[config.mk]
export PLATFORM = sky130hd
export DESIGN_NAME = alu_cmd_initiator
export DESIGN_NICKNAME = d
export VERILOG_FILES = /design/src/rtl/alu_pkg.sv /design/src/rtl/lat_counter.sv /design/src/rtl/alu_cmd_initiator.sv
export SDC_FILE = /design/constraint.sdc
export NUM_CORES = 1
export LEC_CHECK = 0
export ABC_AREA = 0
export BUFFER_PORTS_ARGS = -buffer_cell sky130_fd_sc_hd__clkbuf_2
export CAP_MARGIN = 20
export CORE_MARGIN = 10
export CORE_UTILIZATION = 49
export DETAILED_ROUTE_END_ITERATION = 8
export HOLD_SLACK_MARGIN = 0.06
export PLACE_DENSITY = 0.8
export REMOVE_ABC_BUFFERS = 1
export SKIP_CTS_REPAIR_TIMING = 1
export SLEW_MARGIN = 15
export SYNTH_ARGS = -nofsm -noshare
export SYNTH_HDL_FRONTEND = slang
export SYNTH_SLANG_ARGS = --single-unit
[constraint.sdc]
create_clock -name clk -period 2.63 [get_ports clk]
set_clock_uncertainty 0.1 [all_clocks]
set_input_delay 0.3945 -clock clk [delete_from_list [all_inputs] [get_ports clk]]
set_output_delay 0.3945 -clock clk [all_outputs]
set_load 0.02 [all_outputs]
[src/rtl/alu_pkg.sv]
// Shared definitions for the ALU command initiator: op codes, FSM states, div-by-zero result.
// Latency: n/a (declarations only).
// Backpressure: n/a.
package alu_pkg;

    localparam logic [1:0] OP_ADD = 2'b00;
    localparam logic [1:0] OP_SUB = 2'b01;
    localparam logic [1:0] OP_MUL = 2'b10;
    localparam logic [1:0] OP_DIV = 2'b11;

    // Divide-by-zero result is all ones at whatever width the datapath uses.
    localparam logic DIV0_FILL = 1'b1;
    localparam logic DIV0_OVF  = 1'b1;

    typedef enum logic [1:0] {
        ST_IDLE = 2'd0,
        ST_WAIT = 2'd1,
        ST_RESP = 2'd2
    } state_t;

endpackage

[src/rtl/lat_counter.sv]
// Loadable down-counter with zero flag, times the ALU settle window.
// Latency: load/decrement visible one cycle after the edge that applies them.
// Backpressure: none; decrements are ignored once the count is zero.
module lat_counter #(
    parameter int W = 1
) (
    input  logic         clk,
    input  logic         rst_n,
    input  logic         load,
    input  logic [W-1:0] load_val,
    input  logic         dec,
    output logic         zero
);

    logic [W-1:0] cnt_q;
    logic [W-1:0] cnt_d;

    // Load has priority; decrement saturates at zero.
    always_comb begin
        cnt_d = cnt_q;
        if (load) begin
            cnt_d = load_val;
        end else if (dec && (cnt_q != '0)) begin
            cnt_d = cnt_q - W'(1);
        end
    end

    // Count register.
    always_ff @(posedge clk or negedge rst_n) begin
        if (!rst_n) begin
            cnt_q <= '0;
        end else begin
            cnt_q <= cnt_d;
        end
    end

    assign zero = (cnt_q == '0);

endmodule

[src/rtl/alu_cmd_initiator.sv]
// Sequences commands into an external combinational ALU, captures result/overflow, keeps an accumulator.
// Latency: response valid ALU_LAT cycles after command acceptance (divide by zero: 1 cycle).
// Backpressure: one command in flight; cmd_ready low until the response is consumed, response held indefinitely.
module alu_cmd_initiator
    import alu_pkg::*;
#(
    parameter int WIDTH   = 16,
    parameter int ALU_LAT = 1
) (
    input  logic             clk,
    input  logic             rst_n,
    input  logic             cmd_valid,
    output logic             cmd_ready,
    input  logic [1:0]       cmd_op,
    input  logic [WIDTH-1:0] cmd_a,
    input  logic [WIDTH-1:0] cmd_b,
    input  logic             cmd_acc,
    input  logic             acc_clr,
    output logic [WIDTH-1:0] alu_ina,
    output logic [WIDTH-1:0] alu_inb,
    output logic [1:0]       alu_sel,
    input  logic [WIDTH-1:0] alu_out,
    input  logic             alu_ovf,
    output logic             rsp_valid,
    input  logic             rsp_ready,
    output logic [WIDTH-1:0] rsp_data,
    output logic             rsp_ovf,
    output logic [WIDTH-1:0] acc_value,
    output logic             ovf_sticky,
    output logic             busy
);

    localparam int             CW     = $clog2(ALU_LAT) + 1;
    localparam logic [CW-1:0]  LAT_M1 = CW'(ALU_LAT - 1);

    state_t           state_q,     state_d;
    logic [WIDTH-1:0] alu_ina_q,   alu_ina_d;
    logic [WIDTH-1:0] alu_inb_q,   alu_inb_d;
    logic [1:0]       alu_sel_q,   alu_sel_d;
    logic [WIDTH-1:0] rsp_data_q,  rsp_data_d;
    logic             rsp_ovf_q,   rsp_ovf_d;
    logic             rsp_valid_q, rsp_valid_d;
    logic [WIDTH-1:0] acc_q,       acc_d;
    logic             sticky_q,    sticky_d;
    logic             busy_q,      busy_d;

    logic cnt_load;
    logic cnt_dec;
    logic cnt_zero;
    logic div_zero;

    lat_counter #(
        .W (CW)
    ) u_lat_counter (
        .clk      (clk),
        .rst_n    (rst_n),
        .load     (cnt_load),
        .load_val (LAT_M1),
        .dec      (cnt_dec),
        .zero     (cnt_zero)
    );

    assign div_zero = (cmd_op == OP_DIV) && (cmd_b == '0);

    // Next-state and datapath updates for the IDLE -> WAIT -> RESP command sequence.
    always_comb begin
        state_d     = state_q;
        alu_ina_d   = alu_ina_q;
        alu_inb_d   = alu_inb_q;
        alu_sel_d   = alu_sel_q;
        rsp_data_d  = rsp_data_q;
        rsp_ovf_d   = rsp_ovf_q;
        rsp_valid_d = rsp_valid_q;
        acc_d       = acc_q;
        sticky_d    = sticky_q;
        cnt_load    = 1'b0;
        cnt_dec     = 1'b0;

        case (state_q)
            ST_IDLE: begin
                rsp_valid_d = 1'b0;
                if (cmd_valid) begin
                    // Operand A reads the accumulator as registered, before any same-cycle clear.
                    alu_ina_d = cmd_acc ? acc_q : cmd_a;
                    alu_inb_d = cmd_b;
                    alu_sel_d = cmd_op;
                    cnt_load  = 1'b1;
                    if (div_zero) begin
                        // Result fixed here; rsp_valid follows from RESP on the next edge,
                        // so a divide by zero looks like a single-cycle operation.
                        rsp_data_d = {WIDTH{DIV0_FILL}};
                        rsp_ovf_d  = DIV0_OVF;
                        acc_d      = {WIDTH{DIV0_FILL}};
                        sticky_d   = 1'b1;
                        state_d    = ST_RESP;
                    end else begin
                        state_d = ST_WAIT;
                    end
                end
            end
            ST_WAIT: begin
                if (cnt_zero) begin
                    rsp_data_d  = alu_out;
                    rsp_ovf_d   = alu_ovf;
                    rsp_valid_d = 1'b1;
                    acc_d       = alu_out;
                    sticky_d    = sticky_q | alu_ovf;
                    state_d     = ST_RESP;
                end else begin
                    cnt_dec = 1'b1;
                end
            end
            ST_RESP: begin
                if (rsp_valid_q && rsp_ready) begin
                    rsp_valid_d = 1'b0;
                    state_d     = ST_IDLE;
                end else begin
                    rsp_valid_d = 1'b1;
                end
            end
            default: begin
                rsp_valid_d = 1'b0;
                state_d     = ST_IDLE;
            end
        endcase

        // Clear beats any capture for the accumulator and sticky flag; rsp_* are unaffected.
        if (acc_clr) begin
            acc_d    = '0;
            sticky_d = 1'b0;
        end

        busy_d = (state_d != ST_IDLE);
    end

    // State, ALU input and response registers.
    always_ff @(posedge clk or negedge rst_n) begin
        if (!rst_n) begin
            state_q     <= ST_IDLE;
            alu_ina_q   <= '0;
            alu_inb_q   <= '0;
            alu_sel_q   <= '0;
            rsp_data_q  <= '0;
            rsp_ovf_q   <= 1'b0;
            rsp_valid_q <= 1'b0;
            acc_q       <= '0;
            sticky_q    <= 1'b0;
            busy_q      <= 1'b0;
        end else begin
            state_q     <= state_d;
            alu_ina_q   <= alu_ina_d;
            alu_inb_q   <= alu_inb_d;
            alu_sel_q   <= alu_sel_d;
            rsp_data_q  <= rsp_data_d;
            rsp_ovf_q   <= rsp_ovf_d;
            rsp_valid_q <= rsp_valid_d;
            acc_q       <= acc_d;
            sticky_q    <= sticky_d;
            busy_q      <= busy_d;
        end
    end

    assign cmd_ready  = (state_q == ST_IDLE);
    assign alu_ina    = alu_ina_q;
    assign alu_inb    = alu_inb_q;
    assign alu_sel    = alu_sel_q;
    assign rsp_valid  = rsp_valid_q;
    assign rsp_data   = rsp_data_q;
    assign rsp_ovf    = rsp_ovf_q;
    assign acc_value  = acc_q;
    assign ovf_sticky = sticky_q;
    assign busy       = busy_q;

endmodule
# Word level (Yosys, flattened, before mapping)
# Index checks and enable logic that the tools add are counted.
dict set report op_classes {
  n_addsub 1
  bitwise_logic 1
  n_eq_ne 9
  n_mux 27
  n_mul 0
  order_cmp 0
  div 0
  n_shift 0
  reduce_logical 12
}
# cell n
set ops {}
lappend ops {{two-way mux 16 bit} 5}
lappend ops {{case mux 16 bit (2 select lines)} 1}
lappend ops {{zero test 16 bit} 1}
lappend ops {{two-way mux 1 bit} 13}
lappend ops {{two-way mux 2 bit} 4}
lappend ops {{AND reduction 4 bit} 2}
lappend ops {{case mux 1 bit (2 select lines)} 3}
lappend ops {{case mux 2 bit (3 select lines)} 1}
lappend ops {{nonzero test 2 bit} 3}
lappend ops {{equality test 2 bit (second input constant)} 2}
lappend ops {{inequality test 2 bit (second input constant)} 2}
lappend ops {{logical AND 1 bit} 3}
lappend ops {{inequality test 3 x 1 -> 1 bit (second input constant)} 1}
lappend ops {{inequality test 3 x 2 -> 1 bit (second input constant)} 1}
lappend ops {{inequality test 3 bit (second input constant)} 1}
lappend ops {{nonzero test 3 bit} 1}
lappend ops {{equality test 2 x 1 -> 1 bit (second input constant)} 1}
lappend ops {{zero test 2 bit} 1}
lappend ops {{inequality test 2 x 1 -> 1 bit (second input constant)} 1}
lappend ops {{AND reduction 2 bit} 1}
lappend ops {{OR 1 bit} 1}
lappend ops {{subtractor 1 bit (second input constant)} 1}
dict set report word_totals {
  mem_bits_ro 0
  mem_bits_rw 0
  ff_bits 73
  in_bits 57
  word_cells 61
  memories 0
  output_inout_bits 71
  latch_bits 0
}

# Depth between registers and ports, before layout
# Gate-level depths: netlist (run 1).
dict set report logic_depth {
  word_depth 6
  ltp_mapped 8
}

# Cells and area by module
# From an unflattened synthesis (run 1), not the netlist that was laid out.
dict set report unflattened {
  hier_cells 244
  hier_area_um2 3069.2
}
# module area_per_inst_um2 n_inst cells_each
set by_module_without_submodules {}
lappend by_module_without_submodules {alu_cmd_initiator 3024.2 1 240}
lappend by_module_without_submodules {lat_counter 45.0 1 4}

# Least setup slack after synthesis (run 1)
# Ideal clock, no wire load.
dict set report synth_path {
  path_type {input port to flip-flop}
  start {input port cmd_b[11]}
  end {register acc_q[10] (netlist: acc_value[10])}
  slack_ns 0.556
  stages 6
  arrival_ns 1.825
  cell_sequence {or4_4 > nor4_4 > a31oi_1 > buf_4 > nor3b_2 > a211oi_2}
}
dict set report synth_between {
  elab_chain_cells 4
}
# element line_no
set synth_rtl {}
lappend synth_rtl {{start, declared} alu_cmd_initiator.sv:16} ;# input logic [WIDTH-1:0] cmd_b,
lappend synth_rtl {{zero test 16 bit} alu_cmd_initiator.sv:63} ;# assign div_zero = (cmd_op == OP_DIV) && (cmd_b == '0);
lappend synth_rtl {{logical AND 1 bit} alu_cmd_initiator.sv:63}
lappend synth_rtl {{inequality test 3 x 1 -> 1 bit (no source line)} --}
lappend synth_rtl {{AND reduction 4 bit (no source line)} --}
lappend synth_rtl {{end signal, assigned} alu_cmd_initiator.sv:146} ;# acc_q <= '0;
lappend synth_rtl {{end signal, assigned} alu_cmd_initiator.sv:157} ;# acc_q <= acc_d;
lappend synth_rtl {{end, declared} alu_cmd_initiator.sv:43} ;# logic [WIDTH-1:0] acc_q, acc_d;
# Every way passes these cells.
# A chain may end at the register's enable or synchronous reset.

# Worst setup path after layout (run 1)
dict set report layout_path {
  start {register state_q[0]}
  end {register acc_q[5] (netlist: acc_value[5])}
}
dict set report layout_between {
  elab_chain_cells 3
  elab_cells_between_ends 9
  cone_classes {eq/ne (4); mux (2); reduce/logical (3)}
}
# element line_no
set layout_rtl {}
lappend layout_rtl {{start, declared} alu_cmd_initiator.sv:36} ;# state_t state_q, state_d;
lappend layout_rtl {{start signal, assigned} alu_cmd_initiator.sv:150} ;# state_q <= state_d;
lappend layout_rtl {{equality test 2 x 1 -> 1 bit or zero test 2 bit (tied branches)} alu_cmd_initiator.sv:79} ;# case (state_q)
lappend layout_rtl {{inequality test 3 bit (no source line) (tied with other cells)} --}
lappend layout_rtl {{AND reduction 4 bit (no source line) or two-way mux 16 bit (tied branches)} --}
# Parallel ways exist; a longest one is shown, timed or not.

==> reports/qor.yml, run 1 <==
outcome: "finished, final reports clean"
synth_edf_count: 0
worstPathRequired_ps: 2760
ys_ff_latch: 73
dp_hpwl_um: 6820
nFillCells: 520
dp_cells: 469
synth-async-reset-ratio_pct: 100
final_common_cell: "clkbuf_2"
crit_arrival_ps: 2270
grtUsageTotal_pct: 17.3
period_minus_slack_ps: 2140
gp_congestion: 0.849
fin_util_pct: 65.1
most-common-layout-cells: "126 x clkbuf_2, 73 x dfrtp_1, 21 x nand2_1"
critPathMaxStageDelay_ps: 420
root_buffer: "clkbuf_8"
tns_ps: 0
wl_per_cell_um: 18.2
drive_above_1_share_pct: 48.0
finalMaxSlewViolations: 0
port_buffers: 127
vias: 2551
syn_area_sq_um: 3270
vias_per_cell: 5.26
cp_max_fo: 14
finalNonFillerCells: 485
dr.pass1.iters: 4
dieArea_sq_um: 10400
leakagePower_nw: 2.01
start_kind: "flip-flop"
ctsHtreeMaxLevel: 3
nNetsFinal: 464
overflow: 0
p_per_area_nw_per_um2: 1200
clockBufferDepth: 2
numCtsBuffers: 9
rsz0062_at_grt: "false"
cap_violations: 0
hold_path.class: "input port to asynchronous set/reset pin"
endpoint_kind: "flip-flop"
synth_ff_type: "dfrtp_1"
drt_iter0_drc: 52
syn_area_per_cell_sq_um: 11.9
drc: 0
grt_pass1_wl_um: 14100
setup_violations: 0
yosys_warnings: 0
grt_pass1_vias: 2829
rows: 29
hold_viol: 0
core_area_sq_um: 6420
slew_headroom_pct: 39.0
hold_ws_ps: 90.8
worstMarginPinSlew_ps: 916
antenna_found_initial: 0
grt_max_degree: 74
ios: 128
syn_to_final_growth_pct: 27.8
crit_path_top_delay_cell: "dfrtp_1"
post-route-period-util_pct: 81.5
ant_nets: 0
worstSetupPathType: "flip-flop to flip-flop"
crit_chain: "inv_1 > ha_1 > nor2b_1 > nor3_1 > o21ai_2 > a211oi_1"
path_clk_slew_ps: 80
clkSinkCount: 73
die_y_um: 102
clk_latency_ps: 330
cts_tree: "built"
antenna_cells: 0
die_w_um: 102
peakVddDrop_uv: 599
syn_inst: 276
start_util_pct: 51.0
yosysUniqueCellTypes: 34
max_freq_ghz: 0.466
synth-seq-area-share_pct: 55.8
routed_wl_um: 8850
[final cells by class]
type / instances / area, sq um / share of cell area [%]
inverters: 18 / 67.6 / 1.61
multi-input cells: 170 / 1320 / 31.5
repair buffers: 131 / 668 / 16.0
well taps: 77 / 96.3 / 2.30
clock buffers: 12 / 155 / 3.71
clock inverters: 4 / 51.3 / 1.23
flip-flops and latches: 73 / 1830 / 43.7
[worst max-delay path: cells and delay by family (launching register included)]
family	cells	cell delay [ps]
adders and majority gates	1	300
AOI/OAI and AO/OA	2	670
DFF	1	420
and+or+nand+nor	2	470
buffers and inverters	1	80
[cell families after synthesis]
| kind of cell | share of synthesized area [%] |
|---|---|
| AOI/OAI and AO/OA | 13.9 |
| and+or+nand+nor | 13.1 |
| DFF | 55.8 |
| muxes | 11.4 |
| buffers and inverters | 4.20 |
| adders and majority gates | 1.53 |
[routing by layer]
metal	GRT usage (%)	up-vias	routed length (um)
met5	0	-	0
met3	6.19	6	841
li1	-	1216	-
met4	4.95	0	62
met2	29.6	95	4350
met1	19.8	1234	3590
[where the power goes]
part | internal, mW | switching, mW | total [mW] | leakage (nW)
Clock | 0.491 | 0.408 | 0.899 | 0.103
Combinational | 0.828 | 1.41 | 2.23 | 1.02
Sequential | 1.59 | 0.277 | 1.87 | 0.886
Total | 2.91 | 2.09 | 5.00 | 2.01
[registers in the layout, summed over array words and instances (netlist names), 2 cells and up]
signal and count:
rsp_data 16, state_q 2, alu_inb 16, alu_ina 16, alu_sel 2, acc_value 16
[stage by stage]
stage / area (sq um) / worst slack, ps / total power, mW
floorplan: 3200 / 140 / 3.27
global placement: 3980 / 282 / 4.09
detailed placement: 3980 / 252 / 4.17
CTS: 4180 / 457 / 5.08
global route: 4180 / 312 / 5.34
finish: 4180 / 486 / 5.00
[synthesized netlist by cell type, types with 3 or more instances]
| library cell | count | area (sq um) |
|---|---|---|
| nand2_1 | 22 | 82.6 |
| o22a_1 | 3 | 26.3 |
| mux2i_1 | 16 | 160 |
| nor2b_1 | 4 | 25.0 |
| nor3b_2 | 10 | 125 |
| nor2_1 | 16 | 60.1 |
| a21oi_1 | 17 | 85.1 |
| a31oi_1 | 3 | 18.8 |
| nor3b_1 | 5 | 37.5 |
| clkbuf_1 | 8 | 30.0 |
| a211oi_2 | 10 | 125 |
| buf_1 | 3 | 11.3 |
| o21ai_0 | 20 | 100 |
| mux2_2 | 19 | 214 |
| dfrtp_1 | 73 | 1830 |
| inv_1 | 18 | 67.6 |
| a211oi_1 | 4 | 30.0 |
| ha_1 | 4 | 50.1 |
[worst paths after layout]
| kind | startpoint | endpoint | slack, ps | depth (start not counted) |
|---|---|---|---|---|
| max | state_q[0] | acc_value[5] | 490 | 6 |
| max in group asynchronous | rst_n | rsp_data[12] | 1740 | 1 |
| min in group clk | alu_out[0] | rsp_data[0] | 200 | 2 |
| min | rst_n | alu_ina[2] | 90 | 1 |
| max reg2reg | state_q[0] | acc_value[5] | 490 | 6 |
| min reg2reg | alu_ina[1] | alu_ina[1] | 380 | 2 |
(Power assumes the default switching activity.)
==> run 2, diff against run 1 <==
ABC_AREA = 1   (was 0)
CORE_UTILIZATION = 45   (was 49)
PLACE_DENSITY = 0.76   (was 0.8)
clock period = 1.7 ns   (was 2.63 ns; I/O delays follow)
==> reports/qor.yml, run 2 <==
hold_viol: 0  # unchanged
max_freq_ghz: 0.602
hold_path.class: "input port to flip-flop"  # was input port to asynchronous set/reset pin
cp_max_fo: 6  # was 14
muxShareOfSynthArea_pct: 0  # was 11.4%
outcome: "finished, final reports clean"  # unchanged
worstPathRequired_ps: 1340  # was 2760 ps
p_seq_share_pct: 33.8  # was 37.4%
post-route-period-util_pct: 97.8
rsz0062_at_grt: "true"  # was false
port_buffers: 127  # unchanged
clkPwrFrac_pct: 12.9  # was 18.0%
setup_violations: 0  # unchanged
switching_share_pct: 46.9  # was 41.8%
grtUsageTotal_pct: 16.3  # was 17.3%
ant_nets: 0  # unchanged
synth-async-reset-ratio_pct: 100  # unchanged
drc: 0  # unchanged
start_kind: "flip-flop"  # unchanged
vias: 3535  # was 2551
synth_ff_type: "dfrtp_1"  # unchanged
die_w_um: 110  # was 102 um
antenna_found_initial: 0  # unchanged
endpoint_kind: "output port"  # was flip-flop
p_total_mw: 9.48  # was 5.00 mW
drive_above_1_share_pct: 34.4  # was 48.0%
grt_pass1_vias: 3308  # was 2829
p_comb_share_pct: 53.3  # was 44.7%
synth_compound_area_share_pct: 7.97  # was 13.9%
root_buffer: "clkbuf_8"  # unchanged
clk_latency_ps: 340  # was 330 ps
nNetsFinal: 654  # was 464
crit_arrival_ps: 1310  # was 2270 ps
dieArea_sq_um: 12100  # was 10400 sq um
yosys-top-cells-count: "158 x nand2_1, 73 x dfrtp_1, 51 x a21oi_1"  # was 73 x dfrtp_1, 22 x nand2_1, 20 x o21ai_0
synthSimpleGateAreaFrac_pct: 32.8  # was 13.1%
synth-seq-area-share_pct: 50.3  # was 55.8%
yosysMostFrequentCell: "nand2_1"  # was dfrtp_1
ios: 128  # unchanged
worst_hold_path.num_cells: 3
die_y_um: 110  # was 102 um
synth_xor_area_share_pct: 0  # unchanged
path_clk_slew_ps: 80  # about the same
ys_top_cells_by_area: "dfrtp_1 50%, nand2_1 16%, a21oi_1 7.0%, nand4_1 5.9%, inv_1 2.6%"  # was dfrtp_1 56%, mux2_2 6.5%, mux2i_1 4.9%, a211oi_2 3.8%, nor3b_2 3.8%
gp_congestion: 0.868  # was 0.849
min_to: "alu_inb[5]"
rrSetupSlack_ps: 50  # was 490 ps
start_util_pct: 46.7  # was 51.0%
numCtsBuffers: 9  # unchanged
period_minus_slack_ps: 1660
clkSinkCount: 73  # unchanged
nFillCells: 694  # was 520
cap_violations: 0  # unchanged
antenna_cells: 0  # unchanged
peakVddDrop_uv: 872  # was 599 uV
syn_inst: 440  # was 276
pre_cts_ws_ps: -47.6  # was 252 ps
synth_top_family_by_area: "simple AND/OR/NAND/NOR gates"  # was compound AO/OA/AOI/OAI gates
dp_hpwl_um: 7890  # was 6820 um
synth_edf_count: 0  # unchanged
r2r_start: "state_q[0]"  # unchanged
worst_r2r_path_depth: 7  # was 6
reg2reg_to: "rsp_data[14]"  # was acc_value[5]
worstSetupPathType: "flip-flop to output port"  # was flip-flop to flip-flop
critPathLaunch: "state_q[0]"  # unchanged
grt_max_degree: 46  # was 74
yosys.area_share.adder_pct: 1.38  # was 1.53%
holdCritStartpoint: "cmd_b[5]"
routed_wl_um: 10600  # was 8850 um
syn_area_per_cell_sq_um: 8.25  # was 11.9 sq um
leakagePower_nw: 2.61  # was 2.01 nW
setup_slack_ps: 38.0  # was 486 ps
finalMaxSlewViolations: 0  # unchanged
syn_area_sq_um: 3630  # was 3270 sq um
slew_headroom_pct: 67.2  # was 39.0%
drt_iter0_drc: 200  # was 52
worstMarginPinSlew_ps: 491  # was 916 ps
yosysUniqueCellTypes: 25  # was 34
internal_power_mw: 5.04  # was 2.91 mW
yosys.area.top_type: "dfrtp_1"  # unchanged
syn_to_final_growth_pct: 34.1  # was 27.8%
ys_ff_latch: 73  # unchanged
vias_per_cell: 5.05  # was 5.26
overflow: 0  # unchanged
rows: 32  # was 29
core_area_sq_um: 7770  # was 6420 sq um
yosys_warnings: 0  # unchanged
synth_top_area_share_pct: 50.3  # was 55.8%
wl_per_cell_um: 15.2  # was 18.2 um
ctsHtreeMaxLevel: 3  # unchanged
final_common_cell: "nand2_1"  # was clkbuf_2
dr.pass1.iters: 6  # was 4
grt_pass1_wl_um: 15900  # was 14100 um
p_sw_mw: 4.44  # was 2.09 mW
most-common-layout-cells: "157 x nand2_1, 125 x clkbuf_2, 72 x dfrtp_1"  # was 126 x clkbuf_2, 73 x dfrtp_1, 21 x nand2_1
p_per_area_nw_per_um2: 1950  # was 1200 nW/um^2
clockBufferDepth: 2  # unchanged
cts_tree: "built"  # unchanged
## run 2: cell types whose count changed in the layout (fill, tap and decap cells not counted), moves of 9 or more
cell / change
nand2_2: +15
a21oi_1: +34
buf_4: +13
dlygate4sd3_1: +16
nor3b_2: -10
mux2_2: -19
nand2_1: +136
a211oi_2: -10
nand4_1: +34
o21ai_0: -19
nor2_1: +9
mux2i_1: -16
## run 2: per-stage QoR
stage | std cells | util (%) | TNS (ps) | hold slack, ps | cell area (sq um)
3_5_place_dp | 667 | 57.6 | -597 | 109 | 4470
2_1_floorplan | 415 | - | -38160 | -141 | 3470
4_1_cts | 683 | 59.9 | -1460 | -259 | 4650
6_report | 700 | 62.6 | 0 | 34.1 | 4870
5_1_grt | 700 | 62.6 | -248 | 60.5 | 4870
3_3_place_gp | 667 | 57.6 | 0 | 105 | 4470
## run 2: critical path, cell delays in order, from the launching register on
cell and delay, ps:
dfrtp_2 460, inv_2 90, ha_4 180, buf_6 110, buf_4 130
## run 2: final cells by class
cell class                      instances  area, sq um  area share (%)
Sequential cell                        73         1830            37.6
Clock inverter                          2         12.5           0.257
Clock buffer                           14          163            3.34
Tap cell                              102          128            2.62
Inverter                               30          116            2.39
Multi-Input combinational cell        313         1580            32.4
Timing Repair Buffer                  166         1040            21.4
## run 2: power by group through the flow
stage	Clock [mW]	Combinational [mW]	Sequential, mW
2_1_floorplan	0	1.96	4.14
3_3_place_gp	0	4.80	3.18
3_5_place_dp	0	4.94	3.21
4_1_cts	1.25	4.95	3.18
5_1_grt	1.33	5.56	3.30
6_report	1.22	5.06	3.20
## run 2: cells by family after synthesis
family	count (synthesis)
AND/OR/NAND/NOR	254
flip-flops	73
buffers and inverters	55
AO/OA/AOI/OAI	54
adder cells (fa/ha/maj)	4
## run 2: how the worst max path moves through the flow
stage / cells past startpoint / endpoint / slack, ps
CTS: 4 / cmd_ready / -180
finish: 4 / cmd_ready / 40
floorplan: 6 / rsp_data[0] / -800
global route: 7 / rsp_data[5] / -30
detailed placement: 8 / acc_value[4] / -50
global placement: 8 / acc_value[3] / 10
## run 2: routing by layer
layer | vias to the layer above | part of all wire, % | GRT usage (%)
li1 | 1729 | - | -
met1 | 1670 | 40 | 20.9
met2 | 124 | 49 | 26.0
met3 | 12 | 8.4 | 4.21
met4 | 0 | 1.7 | 6.13
met5 | - | 0 | 0
